--- src/rtl/seven_seg_capture_pkg.sv ---
// Shared definitions for the multiplexed 7-segment capture path: glyph codes,
// digit-select polarity, FSM state encodings and the decoded-glyph record.
package seven_seg_capture_pkg;

  // Active-high segment patterns {g,f,e,d,c,b,a} for the 16 hex glyphs.
  localparam logic [6:0] GLYPH_0 = 7'h3F;
  localparam logic [6:0] GLYPH_1 = 7'h06;
  localparam logic [6:0] GLYPH_2 = 7'h5B;
  localparam logic [6:0] GLYPH_3 = 7'h4F;
  localparam logic [6:0] GLYPH_4 = 7'h66;
  localparam logic [6:0] GLYPH_5 = 7'h6D;
  localparam logic [6:0] GLYPH_6 = 7'h7D;
  localparam logic [6:0] GLYPH_7 = 7'h07;
  localparam logic [6:0] GLYPH_8 = 7'h7F;
  localparam logic [6:0] GLYPH_9 = 7'h6F;
  localparam logic [6:0] GLYPH_A = 7'h77;
  localparam logic [6:0] GLYPH_B = 7'h7C;
  localparam logic [6:0] GLYPH_C = 7'h39;
  localparam logic [6:0] GLYPH_D = 7'h5E;
  localparam logic [6:0] GLYPH_E = 7'h79;
  localparam logic [6:0] GLYPH_F = 7'h71;

  // Digit select carried in bit 7 of the drive word.
  localparam logic SEL_LSB = 1'b1;
  localparam logic SEL_MSB = 1'b0;

  // Byte re-assembly FSM states.
  localparam logic [0:0] S_IDLE = 1'b0;
  localparam logic [0:0] S_LSB  = 1'b1;

  typedef struct packed {
    logic       valid;
    logic [3:0] nibble;
  } glyph_dec_t;

endpackage

--- src/rtl/seven_seg_glyph_decode.sv ---
// Combinational decode of an active-high 7-segment pattern back to a hex nibble.
// Only the 16 hex glyphs are valid; blanks, dashes and anything else flag invalid.
module seven_seg_glyph_decode
  import seven_seg_capture_pkg::*;
(
  input  logic [6:0] pattern_i,
  output glyph_dec_t dec_o
);

  // Exact-match lookup; unmatched patterns report valid=0 with nibble 0.
  always_comb begin
    dec_o.valid  = 1'b1;
    dec_o.nibble = 4'h0;
    case (pattern_i)
      GLYPH_0: dec_o.nibble = 4'h0;
      GLYPH_1: dec_o.nibble = 4'h1;
      GLYPH_2: dec_o.nibble = 4'h2;
      GLYPH_3: dec_o.nibble = 4'h3;
      GLYPH_4: dec_o.nibble = 4'h4;
      GLYPH_5: dec_o.nibble = 4'h5;
      GLYPH_6: dec_o.nibble = 4'h6;
      GLYPH_7: dec_o.nibble = 4'h7;
      GLYPH_8: dec_o.nibble = 4'h8;
      GLYPH_9: dec_o.nibble = 4'h9;
      GLYPH_A: dec_o.nibble = 4'hA;
      GLYPH_B: dec_o.nibble = 4'hB;
      GLYPH_C: dec_o.nibble = 4'hC;
      GLYPH_D: dec_o.nibble = 4'hD;
      GLYPH_E: dec_o.nibble = 4'hE;
      GLYPH_F: dec_o.nibble = 4'hF;
      default: dec_o.valid  = 1'b0;
    endcase
  end

endmodule

--- src/rtl/seven_seg_capture.sv ---
// Receive side of the two-digit multiplexed 7-segment bus: synchronises the drive
// word, filters glitches, decodes each stable frame and re-assembles the byte.
module seven_seg_capture
  import seven_seg_capture_pkg::*;
#(
  parameter int unsigned STABLE_CYCLES  = 4,
  parameter int unsigned TIMEOUT_CYCLES = 4096
) (
  input  logic       clk,
  input  logic       rst,
  input  logic [7:0] seg_in,
  output logic [7:0] dout,
  output logic       dout_valid,
  output logic       dout_err,
  output logic       stale
);

  localparam int unsigned CntW = $clog2(STABLE_CYCLES + 1);
  localparam int unsigned TmoW = $clog2(TIMEOUT_CYCLES + 1);
  localparam logic [CntW-1:0] CntMax  = CntW'(STABLE_CYCLES);
  localparam logic [TmoW-1:0] TmoMax  = TmoW'(TIMEOUT_CYCLES);
  localparam logic [TmoW-1:0] TmoLast = TmoW'(TIMEOUT_CYCLES - 1);

  logic [7:0]      sync1_q, sync2_q;
  logic [7:0]      word_q;       // previous synced sample; the word being qualified
  logic [7:0]      last_q, last_d;
  logic [CntW-1:0] cnt_q, cnt_d;
  logic [TmoW-1:0] tmo_q, tmo_d;
  logic [0:0]      state_q, state_d;
  logic [3:0]      lsb_q, lsb_d;
  logic [7:0]      dout_q, dout_d;
  logic            valid_q, valid_d;
  logic            err_q, err_d;
  logic            stale_q, stale_d;
  logic            accept;
  glyph_dec_t      dec;

  assign dout       = dout_q;
  assign dout_valid = valid_q;
  assign dout_err   = err_q;
  assign stale      = stale_q;

  seven_seg_glyph_decode u_decode (
    .pattern_i (~word_q[6:0]),
    .dec_o     (dec)
  );

  // Stability filter: count consecutive identical samples, accept once per new word.
  always_comb begin
    cnt_d = cnt_q;
    if (sync2_q != word_q) begin
      cnt_d = CntW'(1);
    end else if (cnt_q != CntMax) begin
      cnt_d = cnt_q + CntW'(1);
    end
  end

  assign accept = (cnt_q == CntMax) && (word_q != last_q);

  // Re-assembly FSM and timeout; an accept takes priority over timeout expiry.
  always_comb begin
    state_d = state_q;
    lsb_d   = lsb_q;
    dout_d  = dout_q;
    valid_d = 1'b0;
    err_d   = 1'b0;
    stale_d = stale_q;
    last_d  = last_q;
    tmo_d   = tmo_q;
    if (accept) begin
      last_d = word_q;
      tmo_d  = '0;
      if (!dec.valid) begin
        err_d   = 1'b1;
        lsb_d   = 4'h0;
        state_d = S_IDLE;
      end else if (word_q[7] == SEL_LSB) begin
        lsb_d   = dec.nibble;
        state_d = S_LSB;
      end else if (state_q == S_LSB) begin
        dout_d  = {dec.nibble, lsb_q};
        valid_d = 1'b1;
        stale_d = 1'b0;
        state_d = S_IDLE;
      end
    end else if (tmo_q != TmoMax) begin
      tmo_d = tmo_q + TmoW'(1);
      if (tmo_q == TmoLast) begin
        stale_d = 1'b1;
        state_d = S_IDLE;
      end
    end
  end

  // State registers; reset returns everything to idle with stale asserted.
  always_ff @(posedge clk or posedge rst) begin
    if (rst) begin
      sync1_q <= 8'h00;
      sync2_q <= 8'h00;
      word_q  <= 8'h00;
      last_q  <= 8'h00;
      cnt_q   <= '0;
      tmo_q   <= '0;
      state_q <= S_IDLE;
      lsb_q   <= 4'h0;
      dout_q  <= 8'h00;
      valid_q <= 1'b0;
      err_q   <= 1'b0;
      stale_q <= 1'b1;
    end else begin
      sync1_q <= seg_in;
      sync2_q <= sync1_q;
      word_q  <= sync2_q;
      last_q  <= last_d;
      cnt_q   <= cnt_d;
      tmo_q   <= tmo_d;
      state_q <= state_d;
      lsb_q   <= lsb_d;
      dout_q  <= dout_d;
      valid_q <= valid_d;
      err_q   <= err_d;
      stale_q <= stale_d;
    end
  end

endmodule
--- config.mk ---
export PLATFORM = sky130hd
export DESIGN_NAME = seven_seg_capture
export DESIGN_NICKNAME = d
export VERILOG_FILES = /design/src/rtl/seven_seg_capture_pkg.sv /design/src/rtl/seven_seg_glyph_decode.sv /design/src/rtl/seven_seg_capture.sv
export SDC_FILE = /design/constraint.sdc
export NUM_CORES = 1
export LEC_CHECK = 0
export CAP_MARGIN = 20
export CORE_MARGIN = 2
export CORE_UTILIZATION = 45
export DETAILED_ROUTE_END_ITERATION = 16
export GPL_ROUTABILITY_DRIVEN = 0
export GPL_TIMING_DRIVEN = 0
export PLACE_DENSITY_LB_ADDON = 0.25
export RECOVER_POWER = 100
export SETUP_SLACK_MARGIN = 0.05
export SYNTH_ARGS = -nofsm -noshare
export SYNTH_HDL_FRONTEND = slang
export SYNTH_SLANG_ARGS = --single-unit
--- constraint.sdc ---
create_clock -name clk -period 4.1 [get_ports clk]
set_input_delay 1.23 -clock clk [delete_from_list [all_inputs] [get_ports clk]]
set_output_delay 1.23 -clock clk [all_outputs]
set_load 0.05 [all_outputs]
Yosys cells after proc, flatten, opt, wreduce, memory -nomap -nowiden --
Cells that the tools add are included.
Cells by class: reductions and logical operators 9, eq/ne operators 26, bitwise logic cells 2, multiplexer cells 25, add/sub/neg operators 2
Operators with widths (number):
- 7-bit equality test (second input constant) | 12
- 4-bit case mux with 15 select lines | 1
- 13-bit 2-to-1 mux | 2
- 1-bit 2-to-1 mux | 18
- 8-bit != test | 2
- 16-bit OR reduction | 1
- 7-bit by 3-bit equality test with 1-bit output (second input constant) | 2
- 7-bit by 6-bit equality test with 1-bit output (second input constant) | 2
- 13-bit by 1-bit adder with 13-bit output (second input constant) | 1
- 13-bit by 12-bit equality test with 1-bit output (second input constant) | 1
- 13-bit != test (second input constant) | 1
- 4-bit 2-to-1 mux | 2
- 7-bit inverter | 1
- 3-bit 2-to-1 mux | 2
- 2-bit != test (second input constant) | 3
- 2-bit nonzero test | 3
- 5-bit AND reduction | 1
- 2-bit AND reduction | 2
- 4-bit AND reduction | 1
- 3-bit by 1-bit adder with 3-bit output (second input constant) | 1
- 3-bit equality test (second input constant) | 1
- 3-bit != test (second input constant) | 1
- 2-bit by 1-bit != test with 1-bit output (second input constant) | 1
- 1-bit logical AND | 1
- 1-bit inverter | 1
Word-level totals: logic and storage cells 76, output and inout port bits 11, register bits 64, bits of input ports 10

Logic depth before layout (Yosys ltp) --
word-level depth 6, gate-level depth with buffers 8, depth with buffers taken out 7

By module --
From an unflattened synthesis, not the netlist that was laid out.
Unflattened totals: cell total of the unflattened synthesis 270, area total of the unflattened synthesis 3030.4 um^2
Modules (own cells, without submodules):
- seven_seg_capture | seq. area each 1602.8 um^2, area each 2630.0 um^2, times used 1, cells each 213
- seven_seg_glyph_decode | seq. area each 0.0 um^2, area each 400.4 um^2, times used 1, cells each 57

Worst setup path after synthesis --
Ideal clock, no wire load.
path kind register to register, start register cnt_q[0], end register dout_q[0], in the netlist dout[0], setup slack 2205 ps, period minus slack after synthesis 1895 ps, library setup time 125 ps, cell stages (with the launch flop) 8, data arrival time 1770 ps, path buffers 0, data required time 3975 ps, path through dfrtp_1 -> inv_1 -> ha_1 -> nand2_1 -> a2111oi_4 -> o31ai_4 -> inv_4 -> mux2_4
On the way: cells in the longest elaborated chain, start to end 3
Ends and longest elaborated chain:
- start, declared | line seven_seg_capture.sv:27 | logic [CntW-1:0] cnt_q, cnt_d;
- start signal, assigned | line seven_seg_capture.sv:115 | cnt_q <= cnt_d;
- 3-bit equality test | line seven_seg_capture.sv:58 | assign accept = (cnt_q == CntMax) && (word_q != last_q);
- 1-bit logical AND | line seven_seg_capture.sv:58
- 4-bit AND reduction (no source line)
- end signal, assigned | line seven_seg_capture.sv:119 | dout_q <= dout_d;
- end, declared | line seven_seg_capture.sv:31 | logic [7:0] dout_q, dout_d;
Every way passes these cells. A chain may end at the register's enable or synchronous reset.

Worst setup path in the final report --
start register word_q[0], end register dout_q[2], in the netlist dout[2]
On the way: cells in the longest elaborated chain, start to end 5, elaborated cells on any way between the ends 22, those cells by class eq/ne (17); mux (1); bitwise (1); reduce/logical (3)
Ends and longest elaborated chain:
- start, declared | line seven_seg_capture.sv:25 | logic [7:0] word_q;
- start signal, assigned | line seven_seg_capture.sv:113 | word_q <= sync2_q;
- 7-bit inverter | line seven_seg_capture.sv:44 | .pattern_i (~word_q[6:0]),
- 7-bit by 6-bit equality test with 1-bit output (tied with other cells) | line seven_seg_glyph_decode.sv:14 | case (pattern_i)
- 16-bit OR reduction (no source line)
- 1-bit 2-to-1 mux | line seven_seg_glyph_decode.sv:14
- 4-bit AND reduction (no source line) *
Every way passes the cells marked *; elsewhere a longest branch is shown, timed or not.

==> impl_metrics.ini <==
[run_status]
status = finished, final reports clean

[worst_setup_path]
path_common_cell = clkbuf_1
end_kind = flip-flop
cp_slowest_stage_delay_ns = 0.56
cp_slowest_cell = o31ai_1
cp_num_buf_inv = 3
arrival_ns = 3.29
crit_family = buffers and inverters
required_ns = 4.32
startpoint_type = flip-flop
worstPathCellList = clkbuf_1 -> clkbuf_1 -> nor3_1 -> o211ai_1 -> o21ai_0 -> o31ai_1 -> clkinvlp_2 -> mux2_1
path_max_fanout = 10
crit_type = flip-flop to flip-flop

[cells_and_area]
regArea_um2 = 1600
final_common_cell = dfrtp_1
stdcell_count = 366
drive_above_1_share = 0.125
fin_nets = 299
area_growth_pct = 15.1
most-common-layout-cells = 63 x dfrtp_1, 24 x nor2_1, 21 x xor2_1
fin_area_um2 = 3380
num-fill-cells = 531
diodes = 0
multiInputGateArea_um2 = 1170

[routing]
drtIter0Drc = 92
vias_per_cell = 5.30
drc = 0
vias = 1941
routedWlPerCell_um = 14.1
dr.pass1.iters = 4
wirelength_mm = 5.17
drtAntennaViolNets = 0

[yosys]
syn-cell-area_um2 = 2940
ys_types = 51
ys_ff_latch = 64
syn_avg_cell_area_um2 = 11.6
syn_nets = 267
ys_warn_count = 0
ys_seq_area_frac = 0.545
synth_cells = 253

[placed_design]
place.detailed.hpwl_mm = 3.56
dp_cells = 351
placed_cell_area_um2 = 3260
port_buffers = 20

[power_and_ir_drop]
switching_share = 0.228
internal_power_uw = 962
p_comb_frac = 0.053
ir_worst_vdd_mv = 0.218
clock_power_share = 0.423
leakagePower_uw = 0.00154
p_per_area_nw_per_um2 = 368
pwr-share-seq = 0.523
p_switching_uw = 285

[global_route]
grt_pass1_wl_mm = 9.11
grt_antenna_before_repair = 0
grt_use_total = 0.163
grt_pass1_vias = 1965
overflow = 0
grt_max_degree = 44

[job]
max_cap_violations = 0

[clock_network]
clk_pin_slew_ns = 0.07
cts_resized = 0
cts_tree = done
cts.htree.levels = 3
cts_buffers = 9
clock_sinks = 64
clk_latency_ns = 0.35
root_buffer = clkbuf_8
clockBufferDepth = 2
ctsHoldBuffers = 0
cts_setup_buffers = 0

[sta]
tns_ns = 0
drv_slew = 0
tightestPinTransition_ns = 1.04
max_freq_mhz = 326
grt_setup_unrepaired = false
finalHoldViolCount = 0
finalCritPeriodShare = 0.748
setup_viol = 0
skew_ns = 0.00846
min_period_ns = 3.07
slew-limit-headroom = 0.310

[worst_hold_path]
min_path_type = flip-flop to flip-flop

[floorplan]
ios = 21
num_rows = 29
fp.coreArea_um2 = 6350
initial_core_util = 0.463
dieArea_um2 = 7200
die_h_um = 84.8
die_x_um = 84.8
final timing paths:
path                            depth (start not counted)  slack, ns         end       start
worst max-delay path                                    8       1.03     dout[2]   word_q[0]
worst min-delay path                                    0       0.35  sync2_q[2]  sync1_q[2]
worst max register to register                          8       1.03     dout[2]   word_q[0]
worst min register to register                          0       0.35  sync2_q[2]  sync1_q[2]
max in group asynchronous                               3       1.14     dout[1]         rst
min in group asynchronous                               2       1.47   word_q[6]         rst
cells by family (layout without fill, tap and decap cells):
| kind of cell | after synthesis | in the layout | synth area share |
|---|---|---|---|
| AO/OA/AOI/OAI | 37 | 37 | 0.103 |
| XOR/XNOR | 28 | 28 | 0.0834 |
| adder cells (fa/ha/maj) | 4 | 4 | 0.0170 |
| buffers and inverters | 25 | 61 | 0.0447 |
| flip-flops | 64 | 64 | 0.545 |
| multiplexers | 14 | 14 | 0.0600 |
| AND/OR/NAND/NOR | 81 | 81 | 0.146 |
Yosys cell counts (all sizes together):
cell | instances | share of area
dfrtp | 63 | 0.54
nor2 | 24 | 0.031
xor2 | 21 | 0.063
nand2 | 15 | 0.019
mux2 | 14 | 0.060
inv | 13 | 0.017
buf | 11 | 0.026
nand3 | 9 | 0.015
a21oi | 7 | 0.012
xnor2 | 7 | 0.021
nor3 | 5 | 0.0085
nor4 | 5 | 0.015
o21ai | 5 | 0.0085
o31ai | 5 | 0.017
a2bb2oi | 4 | 0.012
ha | 4 | 0.017
nor4b | 4 | 0.012
nand4 | 3 | 0.0064
a32o | 2 | 0.0068
and3 | 2 | 0.0043
and4 | 2 | 0.0060
nor2b | 2 | 0.0043
nor3b | 2 | 0.0051
o211ai | 2 | 0.0068
o21a | 2 | 0.0051
o22ai | 2 | 0.0043
or3 | 2 | 0.0043
a2111oi | 1 | 0.0094
a211oi | 1 | 0.0026
a21o | 1 | 0.0026
a22o | 1 | 0.0030
a22oi | 1 | 0.0026
a31oi | 1 | 0.0021
and2 | 1 | 0.0021
and2b | 1 | 0.0026
and3b | 1 | 0.0030
clkbuf | 1 | 0.0013
dfstp | 1 | 0.0089
nand2b | 1 | 0.0021
nand4b | 1 | 0.0030
o311ai | 1 | 0.0030
o41ai | 1 | 0.0055
or3b | 1 | 0.0030
state kept, by name, indices dropped and copies added, names as in the netlist, 3 cells and up:
| signal | count |
|---|---|
| last_q | 8 |
| word_q | 8 |
| sync1_q | 8 |
| sync2_q | 8 |
| dout | 8 |
| lsb_q | 4 |
| tmo_q | 13 |
| cnt_q | 3 |
metrics by stage:
step                hold slack, ns  total power [uW]   util  setup WS (ns)
global placement             0.332               733  0.510          0.191
floorplan                    0.331               710      -           1.27
CTS                          0.350              1270  0.542           1.17
detailed placement           0.336               737  0.513           1.56
global route                 0.352              1300  0.533          0.720
finish                       0.347              1250  0.533           1.03
layer usage:
metal / global-route usage / wire [um]
met1: 0.214 / 2520
met3: 0.0535 / 258
met5: 0 / 0
met4: 0.0895 / 116
met2: 0.240 / 2270
power groups by stage:
stage / sequential [uW] / clock (uW) / combinational, uW
3_5_place_dp: 664 / 0 / 72.6
5_1_grt: 653 / 569 / 75.2
3_3_place_gp: 664 / 0 / 68.9
4_1_cts: 652 / 542 / 73.0
6_report: 653 / 527 / 66.6
2_1_floorplan: 662 / 0 / 48.7
layout make-up:
cell class,instances,share of cell area
timing repair buffer,21,0.0606
tap,77,0.0285
multi-input combinational,164,0.345
sequential,64,0.474
buffer,12,0.0222
inverter,13,0.0148
clock buffer,12,0.0429
clock inverter,3,0.0126
No activity file was read; power rests on OpenSTA's default activity.
